==> config.mk <==
export PLATFORM = sky130hd
export DESIGN_NAME = order_cancel_engine
export DESIGN_NICKNAME = d
export VERILOG_FILES = /design/src/rtl/order_book_pkg.sv /design/src/rtl/order_cancel_engine.sv
export SDC_FILE = /design/constraint.sdc
export NUM_CORES = 1
export LEC_CHECK = 0
export CELL_PAD_IN_SITES_DETAIL_PLACEMENT = 1
export CELL_PAD_IN_SITES_GLOBAL_PLACEMENT = 2
export CORE_AREA = 4 4 152 154
export DETAILED_ROUTE_END_ITERATION = 7
export DIE_AREA = 0 0 156 158
export DONT_BUFFER_PORTS = 1
export GPL_TIMING_DRIVEN = 0
export PLACE_DENSITY = 0.89
export SYNTH_ARGS = -nofsm -noshare
export SYNTH_HDL_FRONTEND = slang
export SYNTH_SLANG_ARGS = --single-unit
export TNS_END_PERCENT = 5
==> constraint.sdc <==
create_clock -name clk -period 5.1 [get_ports clk]
set_input_delay 0.51 -clock clk [delete_from_list [all_inputs] [get_ports clk]]
set_output_delay 0.51 -clock clk [all_outputs]
set_load 0.01 [all_outputs]
==> src/rtl/order_book_pkg.sv <==
// rtl/order_book_pkg.sv - shared order-book field layout, marker words and encodings
package order_book_pkg;

    localparam int DEF_ID_W    = 16;
    localparam int DEF_PRICE_W = 16;
    localparam int DEF_QTY_W   = 16;
    localparam int DEF_W       = DEF_ID_W + DEF_PRICE_W + DEF_QTY_W;

    // Order word is {id, price, qty}, MSB first.
    localparam int QTY_LSB   = 0;
    localparam int PRICE_LSB = DEF_QTY_W;
    localparam int ID_LSB    = DEF_QTY_W + DEF_PRICE_W;

    localparam logic [DEF_W-1:0] EMPTY_WORD     = '0;
    localparam logic [DEF_W-1:0] TOMBSTONE_WORD = '1;

    localparam logic [1:0] SIDE_SEL_NONE = 2'b00;
    localparam logic [1:0] SIDE_SEL_BUY  = 2'b01;
    localparam logic [1:0] SIDE_SEL_SELL = 2'b10;
    localparam logic [1:0] SIDE_SEL_BOTH = 2'b11;

    typedef enum logic [1:0] {
        ST_DELETED   = 2'b00,
        ST_REDUCED   = 2'b01,
        ST_NOT_FOUND = 2'b10,
        ST_BAD_REQ   = 2'b11
    } status_e;

    typedef enum logic [2:0] {
        S_IDLE,
        S_SCAN,
        S_CHECK,
        S_WRITE,
        S_DONE
    } state_e;

endpackage

==> src/rtl/order_cancel_engine.sv <==
// rtl/order_cancel_engine.sv - linear-scan cancel/reduce of one order in external buy/sell book RAMs
module order_cancel_engine
    import order_book_pkg::*;
#(
    parameter int ID_W    = DEF_ID_W,
    parameter int PRICE_W = DEF_PRICE_W,
    parameter int QTY_W   = DEF_QTY_W,
    parameter int DEPTH   = 4096,
    localparam int W      = ID_W + PRICE_W + QTY_W,
    localparam int ADDR_W = (DEPTH > 1) ? $clog2(DEPTH) : 1
) (
    input  logic              clk,
    input  logic              rst,
    input  logic              start,
    input  logic [ID_W-1:0]   id,
    input  logic [1:0]        side_sel,
    input  logic [QTY_W-1:0]  reduce_qty,
    output logic [ADDR_W-1:0] buy_addr,
    input  logic [W-1:0]      buy_rdata,
    output logic [W-1:0]      buy_wdata,
    output logic              buy_we,
    output logic [ADDR_W-1:0] sell_addr,
    input  logic [W-1:0]      sell_rdata,
    output logic [W-1:0]      sell_wdata,
    output logic              sell_we,
    output logic              busy,
    output logic              done,
    output logic [1:0]        status,
    output logic              hit_side,
    output logic [ADDR_W-1:0] hit_addr,
    output logic [QTY_W-1:0]  old_qty
);

    localparam logic [ADDR_W-1:0] LAST_IDX = ADDR_W'(DEPTH - 1);
    localparam logic [W-1:0]      EMPTY    = '0;
    localparam logic [W-1:0]      TOMB     = '1;
    localparam logic [ID_W-1:0]   ID_ONES  = '1;

    state_e              state_q, state_d;
    logic [ID_W-1:0]     id_q, id_d;
    logic [1:0]          side_sel_q, side_sel_d;
    logic [QTY_W-1:0]    reduce_q, reduce_d;
    logic [ADDR_W-1:0]   index_q, index_d;
    logic                side_q, side_d;
    logic                busy_q, busy_d;
    logic                done_q, done_d;
    logic                buy_we_q, buy_we_d;
    logic                sell_we_q, sell_we_d;
    logic [W-1:0]        wdata_q, wdata_d;
    status_e             status_q, status_d;
    logic                hit_side_q, hit_side_d;
    logic [ADDR_W-1:0]   hit_addr_q, hit_addr_d;
    logic [QTY_W-1:0]    old_qty_q, old_qty_d;

    logic [W-1:0]        word;
    logic [ID_W-1:0]     word_id;
    logic [W-QTY_W-1:0]  word_head;
    logic [QTY_W-1:0]    word_qty;

    assign word      = side_q ? sell_rdata : buy_rdata;
    assign word_id   = word[W-1 -: ID_W];
    assign word_head = word[W-1:QTY_W];
    assign word_qty  = word[QTY_W-1:0];

    always_comb begin
        state_d    = state_q;
        id_d       = id_q;
        side_sel_d = side_sel_q;
        reduce_d   = reduce_q;
        index_d    = index_q;
        side_d     = side_q;
        buy_we_d   = 1'b0;
        sell_we_d  = 1'b0;
        wdata_d    = wdata_q;
        status_d   = status_q;
        hit_side_d = hit_side_q;
        hit_addr_d = hit_addr_q;
        old_qty_d  = old_qty_q;

        case (state_q)
            S_IDLE: begin
                if (start) begin
                    hit_side_d = 1'b0;
                    hit_addr_d = '0;
                    old_qty_d  = '0;
                    if (id == '0 || id == ID_ONES || side_sel == SIDE_SEL_NONE) begin
                        status_d = ST_BAD_REQ;
                        state_d  = S_DONE;
                    end else begin
                        id_d       = id;
                        side_sel_d = side_sel;
                        reduce_d   = reduce_qty;
                        index_d    = '0;
                        side_d     = ~side_sel[0];
                        state_d    = S_SCAN;
                    end
                end
            end
            S_SCAN: state_d = S_CHECK;
            S_CHECK: begin
                if (word != TOMB && word != EMPTY && word_id == id_q) begin
                    hit_side_d = side_q;
                    hit_addr_d = index_q;
                    old_qty_d  = word_qty;
                    if (reduce_q == '0 || reduce_q >= word_qty) begin
                        wdata_d  = TOMB;
                        status_d = ST_DELETED;
                    end else begin
                        wdata_d  = {word_head, word_qty - reduce_q};
                        status_d = ST_REDUCED;
                    end
                    buy_we_d  = ~side_q;
                    sell_we_d = side_q;
                    state_d   = S_WRITE;
                end else if (word != EMPTY && index_q != LAST_IDX) begin
                    index_d = index_q + 1'b1;
                    state_d = S_SCAN;
                end else if (side_sel_q == SIDE_SEL_BOTH && !side_q) begin
                    side_d  = 1'b1;
                    index_d = '0;
                    state_d = S_SCAN;
                end else begin
                    status_d = ST_NOT_FOUND;
                    state_d  = S_DONE;
                end
            end
            S_WRITE: state_d = S_DONE;
            S_DONE:  state_d = S_IDLE;
            default: state_d = S_IDLE;
        endcase

        busy_d = (state_d != S_IDLE);
        done_d = (state_d == S_DONE);
    end

    always_ff @(posedge clk) begin
        if (rst) begin
            state_q    <= S_IDLE;
            id_q       <= '0;
            side_sel_q <= '0;
            reduce_q   <= '0;
            index_q    <= '0;
            side_q     <= 1'b0;
            busy_q     <= 1'b0;
            done_q     <= 1'b0;
            buy_we_q   <= 1'b0;
            sell_we_q  <= 1'b0;
            wdata_q    <= '0;
            status_q   <= ST_NOT_FOUND;
            hit_side_q <= 1'b0;
            hit_addr_q <= '0;
            old_qty_q  <= '0;
        end else begin
            state_q    <= state_d;
            id_q       <= id_d;
            side_sel_q <= side_sel_d;
            reduce_q   <= reduce_d;
            index_q    <= index_d;
            side_q     <= side_d;
            busy_q     <= busy_d;
            done_q     <= done_d;
            buy_we_q   <= buy_we_d;
            sell_we_q  <= sell_we_d;
            wdata_q    <= wdata_d;
            status_q   <= status_d;
            hit_side_q <= hit_side_d;
            hit_addr_q <= hit_addr_d;
            old_qty_q  <= old_qty_d;
        end
    end

    // Strobes are gated by rst so a reset landing in WRITE never reaches the RAM.
    assign buy_we     = buy_we_q & ~rst;
    assign sell_we    = sell_we_q & ~rst;
    assign buy_wdata  = wdata_q;
    assign sell_wdata = wdata_q;
    assign buy_addr   = index_q;
    assign sell_addr  = index_q;
    assign busy       = busy_q;
    assign done       = done_q;
    assign status     = status_q;
    assign hit_side   = hit_side_q;
    assign hit_addr   = hit_addr_q;
    assign old_qty    = old_qty_q;

endmodule

==> reports/results.md, run 1 <==
| Step | Item | Value |
|---|---|---|
| detailed routing | Number of vias per cell after detailed routing | 6.02 |
| setup path | Stage delay of the slowest cell on the critical path | 0.47 ns |
| yosys | Avg Cell Area, Syn | 8.26 sq um |
| setup path | Startpoint type of the worst setup path | flop |
| setup path | Crit-path cells | buf_2 -> clkbuf_1 -> clkbuf_2 -> mux2_2 -> ha_1 -> nor2b_1 -> o211a_1 -> o211a_1 -> nor2_1 -> o21ai_1 -> clkbuf_2 -> clkbuf_1 -> a311oi_1 |
| finish | Area delta synth->final | 12.6% |
| clocking | Clock H-tree levels | 4 |
| detailed routing | First-pass detailed-route iteration total | 6 |
| floorplan | Y dimension of the die | 158 microns |
| detailed routing | Wire length per cell after detailed routing | 27.0 microns |
| placement | Place WS | 0.0781 ns |
| setup path | Worst Reg2Reg Path Length in Cells | 13 |
| min path | Kind of path behind the tightest hold check | input pin to flop |
| sta | Headroom to the max-slew limit | 28.5% |
| grt | All-Layer GR Usage | 26.4% |
| sta | Actual slew at the worst max-slew pin | 1.06 ns |
| grt | Sum of overflow across all layers after global routing | 0 |
| yosys | Count of unique library cells instantiated by Yosys | 59 |
| finish | Layout cells sized above 1 | 13.3% |
| min path | Hold path startpoint | reduce_qty[9] |
| setup path | Critical Path End Type | flop |
| floorplan | DIE WIDTH | 156 microns |
| setup path | Startpoint of the lowest-slack register-to-register path | side_q |
| yosys | Number of synthesis warnings | 0 |
| placement | HPWL Detailed | 26.9 mm |
| yosys | Area of the mapped netlist | 0.00770 sq mm |
| setup path | Worst setup path startpoint | side_q |
| setup path | Crit path max fanout | 10 |
| clocking | Post-CTS setup buffer count | 0 |
| clocking | Root Buffer | sky130_fd_sc_hd__clkbuf_16 |
| clocking | Num CTS Buffers | 17 |
| clocking | CTS Sinks | 133 |
| power | Cell Pwr Density | 337 mW/mm^2 |
| yosys | Adder and majority cell fraction of the synthesized area | 3.02% |
| finish | Most common cell after layout, fill and taps aside | sky130_fd_sc_hd__dfxtp_1 |
| grt | Number of antenna violations at the first check in global routing | 0 |
| sta | Total count of max-transition violations in the final report | 0 |
| run status | Run status | completed |
| setup path | Kind of critical path | flop to flop |
| setup path | Critical-path top delay cell | sky130_fd_sc_hd__clkbuf_1 |
| floorplan | Placeable core area | 0.0217 sq mm |
| yosys | Fraction of the mapped netlist area in compound gates | 15.6% |
| yosys | Fraction of registers with async set or reset after synthesis | 0% |
| yosys | Mux share of post-synthesis cell area | 8.23% |
| yosys | Yosys reg bits | 133 |
| setup path | Worst flop-to-flop path endpoint | buy_wdata[27] |
| placement | I/O Buffers | 0 |
| floorplan | IO Count | 288 |
| detailed routing | DRT Wirelength | 33.6 mm |
| flow run | Maximum Capacitance Violations | 0 |
| yosys | Net count of the mapped netlist | 1,084 |
| detailed routing | Remaining number of nets flagged by the antenna check after routing | 0 |
| placement | GP Congestion | 0.970 |
| grt | Via count of the first global-routing pass | 7,813 |
| sta | Final setup violation count | 0 |
| sta | Unrepaired setup endpoints after global routing | false |
| finish | Total of fill cells in the finished design | 2,574 |
| clocking | Clock Latency Late Sink | 0.43 ns |
| finish | Top library cells by usage in the layout, fill and taps aside | 133 x sky130_fd_sc_hd__dfxtp_1, 122 x sky130_fd_sc_hd__nor2_1, 65 x sky130_fd_sc_hd__buf_4, 61 x sky130_fd_sc_hd__nand3_1, 60 x sky130_fd_sc_hd__a21oi_1 |
| floorplan | Number of placement rows | 54 |
| setup path | Arrival @ worst endpoint | 4.97 ns |
| power | Reported leakage power | 3.00 nW |
| detailed routing | Total DRC errors in the routed layout | 0 |
| grt | Wire length of the first global-routing pass | 49.2 mm |
| clocking | Clock slew seen by the registers of the worst setup and hold paths | 0.07 ns |
| yosys | Leading register cell type out of synthesis | sky130_fd_sc_hd__dfxtp_1 |
| yosys | Post-synthesis sequential area ratio | 34.6% |
| yosys | Synthesized-area fraction occupied by and/or/nand/nor cells | 24.7% |
| clocking | Max Root-Sink Buffers | 2 |
| grt | Pin count of the biggest net entering global routing | 17 |
| sta | Number of hold violations in the final report | 0 |
| sta | Post-route setup TNS | 0 ns |
| yosys | Main combinational cell family by area after synthesis | simple AND/OR/NAND/NOR gates |
| yosys | Xor and xnor area share after synthesis | 3.18% |
| setup path | End of the critical path | buy_wdata[27] |
| detailed routing | Number of design-rule violations left by the first detailed-router iteration | 608 |
| sta | Post-route fraction of the period consumed by the critical path | 92.1% |
| floorplan | Starting density of the core | 35.5% |
| sta | Min Tclk post-route | 4.70 ns |
| clocking | Clock tree from TritonCTS | done |
| finish | Post-layout net count | 1,103 |
| setup path | R2R setup slack | 0.40 ns |
| yosys | Number of flops mapped to enable cells by yosys | 0 |
| sta | Worst Clk Skew | 0.0127 ns |
| sta | FMAX | 213 MHz |
| sta | Worst Slack Setup Final | 0.404 ns |
| power | IR drop worst, VDD | 0.218 mV |
| detailed routing | Vias | 7,500 |
| floorplan | DIE AREA | 0.0246 sq mm |
| yosys | Syn Inst Count | 933 |
| setup path | Endpoint required time on the critical path | 5.38 ns |
[cells in the mapped netlist, drive strengths merged (3+ instances only)]
master   number  area share (%)
dfxtp       133              35
nand2b        6            0.49
buf          78             7.1
a2111oi       3            0.58
nand3b       34             3.3
a311oi       47             5.3
xor2          5            0.57
xnor2        23             2.6
nor4         35             2.8
o311ai        8            0.91
a21o          4            0.39
mux2i        51             6.6
and4          3            0.34
nor3         20             1.3
nand2        25             1.2
inv          31             1.5
mux2         11             1.6
o21a          4            0.39
o211ai        3            0.29
nor2b        11            0.89
nand4        24             1.9
ha           17             2.8
o21ai        20             1.3
a21oi        60             3.9
nand3        61             4.0
and3         13             1.1
a21boi        3            0.29
nor2        122             5.9
clkbuf       41             2.0
and2          3            0.24
or2           5            0.41
[per-layer routing]
layer  vias up  track usage [%]  share of wire (%)
li1       3396                -                  -
met1      3714             30.4                 39
met2       329             45.1                 48
met3        61             9.32                9.6
met4         0             9.84                3.0
met5         -                0                  0
[worst max-delay path, delay by kind of cell, from the launching register on]
family	cells	cell delay (ns)
fa+ha+maj	1	0.39
mux	1	0.45
flops	1	0.43
buf+inv	5	2.01
simple gates	2	0.32
compound gates	4	0.93
[report_power, final]
group          total, mW  internal [mW]  switching (mW)
combinational      0.534          0.182           0.352
sequential          1.08           1.06          0.0206
clock               1.30          0.787           0.516
total               2.92           2.03           0.888
[logic make-up after synthesis]
group,Yosys count
compound gates,172
xor+xnor,28
fa+ha+maj,18
buf+inv,150
flops,133
mux,62
simple gates,370
[stage by stage]
stage	util, %	area [sq um]	instances	total power [mW]	hold WS (ns)
floorplan	-	7700	933	1.47	0.452
global placement	37.1	8060	1213	1.62	0.468
detailed placement	37.1	8060	1213	1.63	0.505
CTS	40.0	8670	1245	2.93	0.214
global route	40.0	8670	1245	3.04	0.217
finish	40.0	8680	1246	2.92	0.228
[how the worst min path moves through the flow]
stage,endpoint,slack [ns],cells after the start
floorplan,side_sel_q[1],0.45,2
global placement,side_sel_q[0],0.47,2
detailed placement,side_sel_q[0],0.51,2
CTS,reduce_q[9],0.21,2
global route,reduce_q[13],0.22,2
finish,reduce_q[9],0.23,2
[state kept, by name (all words and copies together), names as in the netlist]
name,count
reduce_q,16
state_q,3
side_sel_q,2
done,1
buy_we_q,1
old_qty,16
busy,1
hit_addr,12
buy_addr,12
id_q,16
sell_we_q,1
side_q,1
hit_side,1
buy_wdata,48
status,2
[cell type report]
class / instances / area, sq um / share of cell area [%]
plain buffers: 119 / 707 / 8.15
clock inverters: 14 / 175 / 2.02
multi-input cells: 650 / 4220 / 48.7
clock buffers: 18 / 439 / 5.06
diodes: 1 / 2.50 / 0.0288
flip-flops and latches: 133 / 2660 / 30.7
inverters: 31 / 116 / 1.34
well taps: 280 / 350 / 4.04
[timing repair]
item	in CTS	in global routing
endpoints found under the setup margin	0	11
hold buffers	0	0
resized for setup	0	5
Note: power is estimated with default switching activity, not from simulation.
==> run 2, diff against run 1 <==
--- a/config.mk
+++ b/config.mk
@@ -5,14 +5,15 @@
 export SDC_FILE = /design/constraint.sdc
 export NUM_CORES = 1
 export LEC_CHECK = 0
+export ABC_AREA = 1
 export CELL_PAD_IN_SITES_DETAIL_PLACEMENT = 1
 export CELL_PAD_IN_SITES_GLOBAL_PLACEMENT = 2
-export CORE_AREA = 4 4 152 154
+export CORE_AREA = 4 4 165 167
 export DETAILED_ROUTE_END_ITERATION = 7
-export DIE_AREA = 0 0 156 158
+export DIE_AREA = 0 0 169 171
 export DONT_BUFFER_PORTS = 1
 export GPL_TIMING_DRIVEN = 0
-export PLACE_DENSITY = 0.89
+export PLACE_DENSITY = 0.9
 export SYNTH_ARGS = -nofsm -noshare
 export SYNTH_HDL_FRONTEND = slang
 export SYNTH_SLANG_ARGS = --single-unit
==> reports/results.md, run 2 <==
| Step | Item | Value | Change |
|---|---|---|---|
| yosys | Syn Inst Count | 1,334 | +43% |
| detailed routing | Total length of routed met2 wires | 17.0 mm | +4.9% |
| detailed routing | Remaining number of nets flagged by the antenna check after routing | 0 | unchanged |
| detailed routing | Highest Signal Layer | met5 |  |
| flow run | Maximum Capacitance Violations | 0 | unchanged |
| yosys | Mux share of post-synthesis cell area | 0% | -8.2 points |
| power | Cell internal pwr | 2.09 mW | +2.7% |
| grt | Sum of overflow across all layers after global routing | 0 | unchanged |
| power | Proportion of power drawn by combinational gates | 26.3% | +8.0 points |
| sta | Number of hold violations in the final report | 0 | unchanged |
| power | Seq pwr share | 34.2% | -2.9 points |
| detailed routing | DR WL met3 | 2.71 mm | -16% |
| yosys | Yosys reg bits | 133 | unchanged |
| power | Cell Pwr Density | 352 mW/mm^2 | +4.7% |
| setup path | Critical Path End Type | flop |  |
| grt | Number of antenna violations at the first check in global routing | 3 | +3 |
| detailed routing | Total DRC errors in the routed layout | 0 | unchanged |
| finish | Top library cells by usage in the layout, fill and taps aside | 390 x sky130_fd_sc_hd__nand2_1, 148 x sky130_fd_sc_hd__inv_1, 133 x sky130_fd_sc_hd__dfxtp_1, 120 x sky130_fd_sc_hd__o21ai_0, 107 x sky130_fd_sc_hd__nor2_1 |  |
| finish | Count of non-filler cells in the finished layout | 1,703 | +37% |
| setup path | Startpoint type of the worst setup path | flop |  |
| floorplan | Starting density of the core | 32.6% | -2.9 points |
| run status | Run status | completed |  |
| sta | Post-route fraction of the period consumed by the critical path | 74.0% | -18 points |
| clocking | Number of hold-repair buffers added at the cts stage | 0 | unchanged |
| sta | Minimum hold slack | 0.285 ns | +0.0568 ns |
| clocking | CTS Sinks | 133 | unchanged |
| placement | HPWL Detailed | 28.7 mm | +6.4% |
| finish | Most common cell after layout, fill and taps aside | sky130_fd_sc_hd__nand2_1 |  |
| setup path | Endpoint required time on the critical path | 5.40 ns | +0.02 ns |
| finish | Flip-flop count of the largest register, all copies and words added | 48 | unchanged |
| finish | Area delta synth->final | 12.3% |  |
| setup path | Arrival @ worst endpoint | 4.07 ns | -0.90 ns |
| grt | Pin count of the biggest net entering global routing | 17 | unchanged |
| setup path | Kind of critical path | flop to flop |  |
| clocking | Clock Latency Late Sink | 0.43 ns | about the same |
| min path | Kind of path behind the tightest hold check | input pin to flop |  |
| grt | All-Layer GR Usage | 24.1% | -2.2 points |
| floorplan | DIE AREA | 0.0289 sq mm | +17% |
| sta | FMAX | 265 MHz | +24% |
| yosys | Most common cell in the netlist | sky130_fd_sc_hd__nand2_1 |  |
| clocking | Max Root-Sink Buffers | 2 | unchanged |
| yosys | Number of flops mapped to enable cells by yosys | 0 | unchanged |
| detailed routing | First-pass detailed-route iteration total | 5 | -1 |
| sta | Headroom to the max-slew limit | 56.1% | +28 points |
| power | Reported leakage power | 4.35 nW | +45% |
| power | Share of total power in the clock network | 39.5% | -5.1 points |
| clocking | Clock tree from TritonCTS | done |  |
| clocking | Post-CTS setup buffer count | 0 | unchanged |
| floorplan | Placeable core area | 0.0258 sq mm | +19% |
| clocking | Clock H-tree levels | 4 | unchanged |
| sta | Unrepaired setup endpoints after global routing | false |  |
| detailed routing | Number of design-rule violations left by the first detailed-router iteration | 539 | -11% |
| floorplan | IO Count | 288 | unchanged |
| sta | Post-route setup TNS | 0 ns | unchanged |
| yosys | Leading register cell type out of synthesis | sky130_fd_sc_hd__dfxtp_1 |  |
| yosys | Most used standard cells in the synthesized netlist | 390 x sky130_fd_sc_hd__nand2_1, 148 x sky130_fd_sc_hd__inv_1, 133 x sky130_fd_sc_hd__dfxtp_1 |  |
| detailed routing | Routed length on met1 | 15.5 mm | +18% |
| grt | Wire length of the first global-routing pass | 53.7 mm | +9.2% |
| clocking | Root Buffer | sky130_fd_sc_hd__clkbuf_16 |  |
| clocking | Number of gates resized after CTS | 0 | unchanged |
| yosys | Count of unique library cells instantiated by Yosys | 36 | -39% |
| detailed routing | DRT Wirelength | 35.9 mm | +6.8% |
| yosys | Number of synthesis warnings | 0 | unchanged |
| yosys | Fraction of the mapped netlist area in compound gates | 17.5% | +1.9 points |
| sta | Worst Clk Skew | 0.0158 ns | +0.00312 ns |
| yosys | Net count of the mapped netlist | 1,485 | +37% |
| sta | Final setup violation count | 0 | unchanged |
| sta | Total count of max-transition violations in the final report | 0 | unchanged |
| yosys | Top cells by area, synth | sky130_fd_sc_hd__dfxtp_1 32%, sky130_fd_sc_hd__nand2_1 17%, sky130_fd_sc_hd__o21ai_0 7.2% |  |
| yosys | Top-area cell type share of the netlist area | 31.7% | -2.8 points |
| clocking | Clock slew seen by the registers of the worst setup and hold paths | 0.07 ns | about the same |
| yosys | Main combinational cell family by area after synthesis | simple AND/OR/NAND/NOR gates |  |
| yosys | Post-synthesis cell type with the largest combined area | sky130_fd_sc_hd__dfxtp_1 |  |
| detailed routing | Wire length per cell after detailed routing | 21.1 microns | -22% |
| finish | Post-layout net count | 1,504 | +36% |
| floorplan | Y dimension of the die | 171 microns | +8.2% |
| power | IR drop worst, VDD | 0.136 mV | -38% |
| floorplan | Number of placement rows | 59 | +9.3% |
| power | Sw Ratio | 37.1% | +6.7 points |
| grt | Via count of the first global-routing pass | 9,047 | +16% |
| placement | I/O Buffers | 0 | unchanged |
| yosys | Synthesized-area fraction occupied by and/or/nand/nor cells | 29.4% | +4.7 points |
| yosys | Adder and majority cell fraction of the synthesized area | 2.77% | -0.25 points |
| yosys | Avg Cell Area, Syn | 6.29 sq um | -24% |
| finish | Layout cells sized above 1 | 10.5% | -2.7 points |
| yosys | Post-synthesis sequential area ratio | 31.7% | -2.8 points |
| floorplan | DIE WIDTH | 169 microns | +8.3% |
| finish | Post-route cell area | 0.00942 sq mm | +8.6% |
| placement | Cell count after placement | 1,669 | +38% |
| setup path | Crit path max fanout | 10 | unchanged |
| yosys | Xor and xnor area share after synthesis | 1.98% | -1.2 points |
| placement | Post-placement cell area | 0.00881 sq mm | +9.4% |
| yosys | Area of the mapped netlist | 0.00839 sq mm | +8.9% |
| detailed routing | Number of vias per cell after detailed routing | 5.24 | -13% |
| detailed routing | Vias | 8,932 | +19% |
| placement | GP Congestion | 0.887 | -8.5% |
| yosys | Fraction of registers with async set or reset after synthesis | 0% | unchanged |
| clocking | Num CTS Buffers | 17 | unchanged |
| power | Switching power total | 1.23 mW | +39% |
| sta | Min Tclk post-route | 3.77 ns | -0.923 ns |
| sta | Actual slew at the worst max-slew pin | 0.658 ns | -0.407 ns |
==> run 2: final timing paths <==
check / from / endpoint / slack (ns) / cells past startpoint
setup / recovery: side_q / buy_wdata[33] / 1.33 / 16
hold / removal: id[13] / id_q[13] / 0.28 / 2
setup reg to reg: side_q / buy_wdata[33] / 1.33 / 16
hold reg to reg: side_sel_q[1] / side_sel_q[1] / 0.47 / 2
==> run 2: layout make-up <==
| type | instances | area, sq um |
|---|---|---|
| clock buffers | 17 | 425 |
| multi-input cells | 918 | 4340 |
| diodes | 2 | 5.00 |
| well taps | 335 | 419 |
| fillers | 3397 | 16300 |
| inverters | 156 | 588 |
| plain buffers | 127 | 802 |
| flip-flops and latches | 133 | 2660 |
| clock inverters | 15 | 179 |
==> run 2: worst max-delay path, cell delays in order, from the launching register on <==
cell	delay [ns]
sky130_fd_sc_hd__dfxtp_1	0.31
sky130_fd_sc_hd__buf_6	0.13
sky130_fd_sc_hd__buf_6	0.14
sky130_fd_sc_hd__buf_6	0.16
sky130_fd_sc_hd__nand2_1	0.07
sky130_fd_sc_hd__nand2_1	0.08
sky130_fd_sc_hd__ha_1	0.23
sky130_fd_sc_hd__fa_1	0.44
sky130_fd_sc_hd__o21a_1	0.25
sky130_fd_sc_hd__o21ai_0	0.51
sky130_fd_sc_hd__nand2_1	0.12
sky130_fd_sc_hd__nand2_1	0.10
sky130_fd_sc_hd__nand3_1	0.14
sky130_fd_sc_hd__inv_1	0.10
sky130_fd_sc_hd__buf_2	0.29
sky130_fd_sc_hd__clkbuf_1	0.43
sky130_fd_sc_hd__a31oi_1	0.16
==> run 2: stage by stage <==
step	util (%)	setup slack, ns	total power [mW]
2_1_floorplan	-	2.14	1.74
3_3_place_gp	34.2	1.36	2.00
3_5_place_dp	34.2	1.29	2.03
4_1_cts	36.5	1.30	3.33
5_1_grt	36.6	1.02	3.49
6_report	36.6	1.33	3.32
==> run 2: routing by layer <==
metal / global-route usage [%] / vias to the layer above
li1: - / 4274
met1: 29.9 / 4295
met2: 41.4 / 320
met3: 6.56 / 41
met4: 6.79 / 2
met5: 0 / -
==> run 2: power groups by stage <==
stage	clock [mW]	sequential, mW	combinational [mW]
6_report	1.31	1.13	0.874
5_1_grt	1.37	1.14	0.976
4_1_cts	1.32	1.14	0.873
3_5_place_dp	0	1.16	0.867
3_3_place_gp	0	1.16	0.845
2_1_floorplan	0	1.15	0.594
==> run 2: cells by family after synthesis <==
family	count (synthesis)
xor gates and xnor gates	19
buffers and inverters	283
DFF	133
and+or+nand+nor	602
adders and majority gates	18
AOI/OAI and AO/OA	279
==> run 3, diff against run 2 <==
--- a/config.mk
+++ b/config.mk
@@ -8,12 +8,12 @@
 export ABC_AREA = 1
 export CELL_PAD_IN_SITES_DETAIL_PLACEMENT = 1
 export CELL_PAD_IN_SITES_GLOBAL_PLACEMENT = 2
-export CORE_AREA = 4 4 165 167
+export CORE_AREA = 4 4 176 178
 export DETAILED_ROUTE_END_ITERATION = 7
-export DIE_AREA = 0 0 169 171
+export DIE_AREA = 0 0 180 182
 export DONT_BUFFER_PORTS = 1
 export GPL_TIMING_DRIVEN = 0
-export PLACE_DENSITY = 0.9
+export PLACE_DENSITY = 0.84
 export SYNTH_ARGS = -nofsm -noshare
 export SYNTH_HDL_FRONTEND = slang
 export SYNTH_SLANG_ARGS = --single-unit
==> constraint.sdc (replaced) <==
create_clock -name clk -period 3.4 [get_ports clk]
set_input_delay 0.34 -clock clk [delete_from_list [all_inputs] [get_ports clk]]
set_output_delay 0.34 -clock clk [all_outputs]
set_load 0.01 [all_outputs]
==> reports/results.md, run 3 (synthesized netlist as in run 2, its figures left out) <==
| Step | Item | Value | Change |
|---|---|---|---|
| floorplan | Number of placement rows | 63 | +6.8% |
| setup path | Critical Path End Type | flop |  |
| sta | Actual slew at the worst max-slew pin | 0.665 ns | +0.00685 ns |
| clocking | Num CTS Buffers | 17 | unchanged |
| placement | I/O Buffers | 0 | unchanged |
| setup path | Kind of critical path | flop to flop |  |
| detailed routing | Highest Signal Layer | met5 |  |
| setup path | Crit-path cells | buf_6 -> buf_6 -> buf_6 -> nand2_1 -> nand2_1 -> ha_1 -> fa_1 -> o21a_1 -> o21ai_2 -> nand2_1 -> nand2_1 -> nand3_1 -> inv_1 -> clkbuf_4 -> buf_2 -> a31oi_1 |  |
| detailed routing | Vias | 8,835 | -1.1% |
| placement | HPWL Detailed | 29.2 mm | +1.8% |
| setup path | Startpoint type of the worst setup path | flop |  |
| setup path | Library cell appearing most often on the critical path | sky130_fd_sc_hd__nand2_1 |  |
| power | Reported leakage power | 4.33 nW | -0.53% |
| floorplan | DIE AREA | 0.0328 sq mm | +13% |
| detailed routing | DR WL met3 | 2.45 mm | -9.8% |
| grt | Via count of the first global-routing pass | 8,872 | -1.9% |
| finish | Total of fill cells in the finished design | 3,825 | +13% |
| finish | Most common cell after layout, fill and taps aside | sky130_fd_sc_hd__nand2_1 |  |
| min path | End point of the worst hold path | side_sel_q[0] |  |
| finish | Top library cells by usage in the layout, fill and taps aside | 390 x sky130_fd_sc_hd__nand2_1, 148 x sky130_fd_sc_hd__inv_1, 133 x sky130_fd_sc_hd__dfxtp_1, 119 x sky130_fd_sc_hd__o21ai_0, 107 x sky130_fd_sc_hd__nor2_1 |  |
| floorplan | Starting density of the core | 28.5% | -4.0 points |
| setup path | Startpoint of the lowest-slack register-to-register path | side_q |  |
| grt | All-Layer GR Usage | 21.5% | -2.7 points |
| clocking | Max Root-Sink Buffers | 2 | unchanged |
| placement | GP Congestion | 0.901 | +1.5% |
| floorplan | Placeable core area | 0.0294 sq mm | +14% |
| finish | Post-layout net count | 1,504 | unchanged |
| clocking | Clock H-tree levels | 4 | unchanged |
| floorplan | DIE WIDTH | 180 microns | +6.5% |
| clocking | Clock Latency Late Sink | 0.43 ns | about the same |
| power | Cell Pwr Density | 508 mW/mm^2 | +44% |
| clocking | Root Buffer | sky130_fd_sc_hd__clkbuf_16 |  |
| detailed routing | Remaining number of nets flagged by the antenna check after routing | 0 | unchanged |
| grt | Sum of overflow across all layers after global routing | 0 | unchanged |
| setup path | Worst setup path startpoint | side_q |  |
| finish | Area delta synth->final | 12.5% |  |
| sta | Total count of max-transition violations in the final report | 0 | unchanged |
| placement | Post-placement cell area | 0.00888 sq mm | +0.78% |
| detailed routing | Total DRC errors in the routed layout | 0 | unchanged |
| sta | Final setup violation count | 0 | unchanged |
| detailed routing | Wire length per cell after detailed routing | 20.8 microns | -1.3% |
| min path | Worst hold path depth | 2 | unchanged |
| clocking | CTS Sinks | 133 | unchanged |
| finish | Post-route cell area | 0.00944 sq mm | +0.19% |
| clocking | Clock tree from TritonCTS | done |  |
| floorplan | IO Count | 288 | unchanged |
| clocking | Post-CTS setup buffer count | 0 | unchanged |
| min path | Hold path startpoint | start |  |
| sta | Minimum hold slack | 0.114 ns | -0.171 ns |
| detailed routing | Number of vias per cell after detailed routing | 5.03 | -4.1% |
| flow run | Maximum Capacitance Violations | 0 | unchanged |
| sta | Worst Clk Skew | 0.0141 ns | -0.00174 ns |
| grt | Number of antenna violations at the first check in global routing | 3 | unchanged |
| detailed routing | Routed length on met1 | 16.1 mm | +3.6% |
| setup path | R2R setup slack | 0.19 ns | -1.14 ns |
| setup path | Endpoint required time on the critical path | 3.71 ns | -1.69 ns |
| finish | Diodes inserted | 0 | -2 |
| detailed routing | First-pass detailed-route iteration total | 5 | unchanged |
| finish | Layout cells sized above 1 | 10.8% | +0.29 points |
| setup path | Stage delay of the slowest cell on the critical path | 0.45 ns | -0.06 ns |
| grt | Pin count of the biggest net entering global routing | 17 | unchanged |
| setup path | Worst Reg2Reg Path Length in Cells | 16 | unchanged |
| clocking | Clock slew seen by the registers of the worst setup and hold paths | 0.06 ns | about the same |
| detailed routing | Number of design-rule violations left by the first detailed-router iteration | 505 | -6.3% |
| grt | Wire length of the first global-routing pass | 54.1 mm | +0.81% |
| setup path | Critical-path top delay cell | sky130_fd_sc_hd__fa_1 |  |
| run status | Run status | completed |  |
| sta | Headroom to the max-slew limit | 55.7% | -0.46 points |
| sta | Min Tclk post-route | 3.21 ns | -0.562 ns |
| setup path | Crit path max fanout | 10 | unchanged |
| setup path | Arrival @ worst endpoint | 3.52 ns | -0.55 ns |
| detailed routing | Total length of routed met2 wires | 17.2 mm | +1.1% |
| min path | Kind of path behind the tightest hold check | input pin to flop |  |
| finish | Flip-flop count of the largest register, all copies and words added | 48 | unchanged |
| sta | Number of hold violations in the final report | 0 | unchanged |
| power | IR drop worst, VDD | 0.267 mV | +97% |
| sta | Unrepaired setup endpoints after global routing | false |  |
| detailed routing | DRT Wirelength | 36.5 mm | +1.7% |
| floorplan | Y dimension of the die | 182 microns | +6.4% |
| sta | FMAX | 311 MHz | +17% |
| setup path | Worst flop-to-flop path endpoint | buy_wdata[4] |  |
| sta | Post-route fraction of the period consumed by the critical path | 94.4% | +20 points |
==> run 3: final cells by class <==
type	count	area (sq um)	area share (%)
sequential	133	2660	28.2
buffer	127	815	8.63
inverter	156	588	6.23
multi-input combinational	918	4340	46.0
clock inverter	13	98.8	1.05
clock buffer	19	443	4.69
tap	390	488	5.17
==> run 3: timing repair <==
action                     CTS  global route
gates resized for setup      5             8
setup endpoints to repair   42            40
hold endpoints to repair     0             0
hold buffers                 0             0
==> run 3: worst max-delay path: cells and delay by family (launching register included) <==
kind                     cells  cell delay, ns
buffers and inverters        6            1.03
AO/OA/AOI/OAI                3            0.62
AND/OR/NAND/NOR              5            0.44
adder cells (fa/ha/maj)      2            0.68
flip-flops                   1            0.30
==> run 3: worst max path at each step <==
stage	to	slack (ns)	cells after the start
CTS	buy_wdata[47]	0.07	16
floorplan	buy_wdata[10]	0.44	16
global placement	buy_wdata[25]	-0.36	16
global route	buy_wdata[12]	0.001	16
detailed placement	buy_wdata[47]	-0.41	16
finish	buy_wdata[4]	0.19	16
==> run 3: power by group <==
| part | switching (mW) | internal (mW) |
|---|---|---|
| combinational | 0.938 | 0.389 |
| clock | 0.798 | 0.960 |
| sequential | 0.0704 | 1.64 |
| total | 1.81 | 2.99 |
==> run 3: routing by layer <==
metal | global-route usage (%) | vias up
li1 | - | 4264
met1 | 26.7 | 4228
met2 | 36.8 | 292
met3 | 5.75 | 47
met4 | 5.94 | 4
met5 | 0 | -
==> run 3: metrics by stage <==
stage	setup TNS, ns	worst slack [ns]	total power [mW]	util [%]	std cells
2_1_floorplan	0	0.442	2.61	-	1334
3_3_place_gp	-11.15	-0.359	3.02	30.2	1724
3_5_place_dp	-12.39	-0.411	3.04	30.2	1724
4_1_cts	0	0.0651	4.80	32.1	1756
5_1_grt	0	0.00147	5.04	32.1	1756
6_report	0	0.189	4.79	32.1	1756
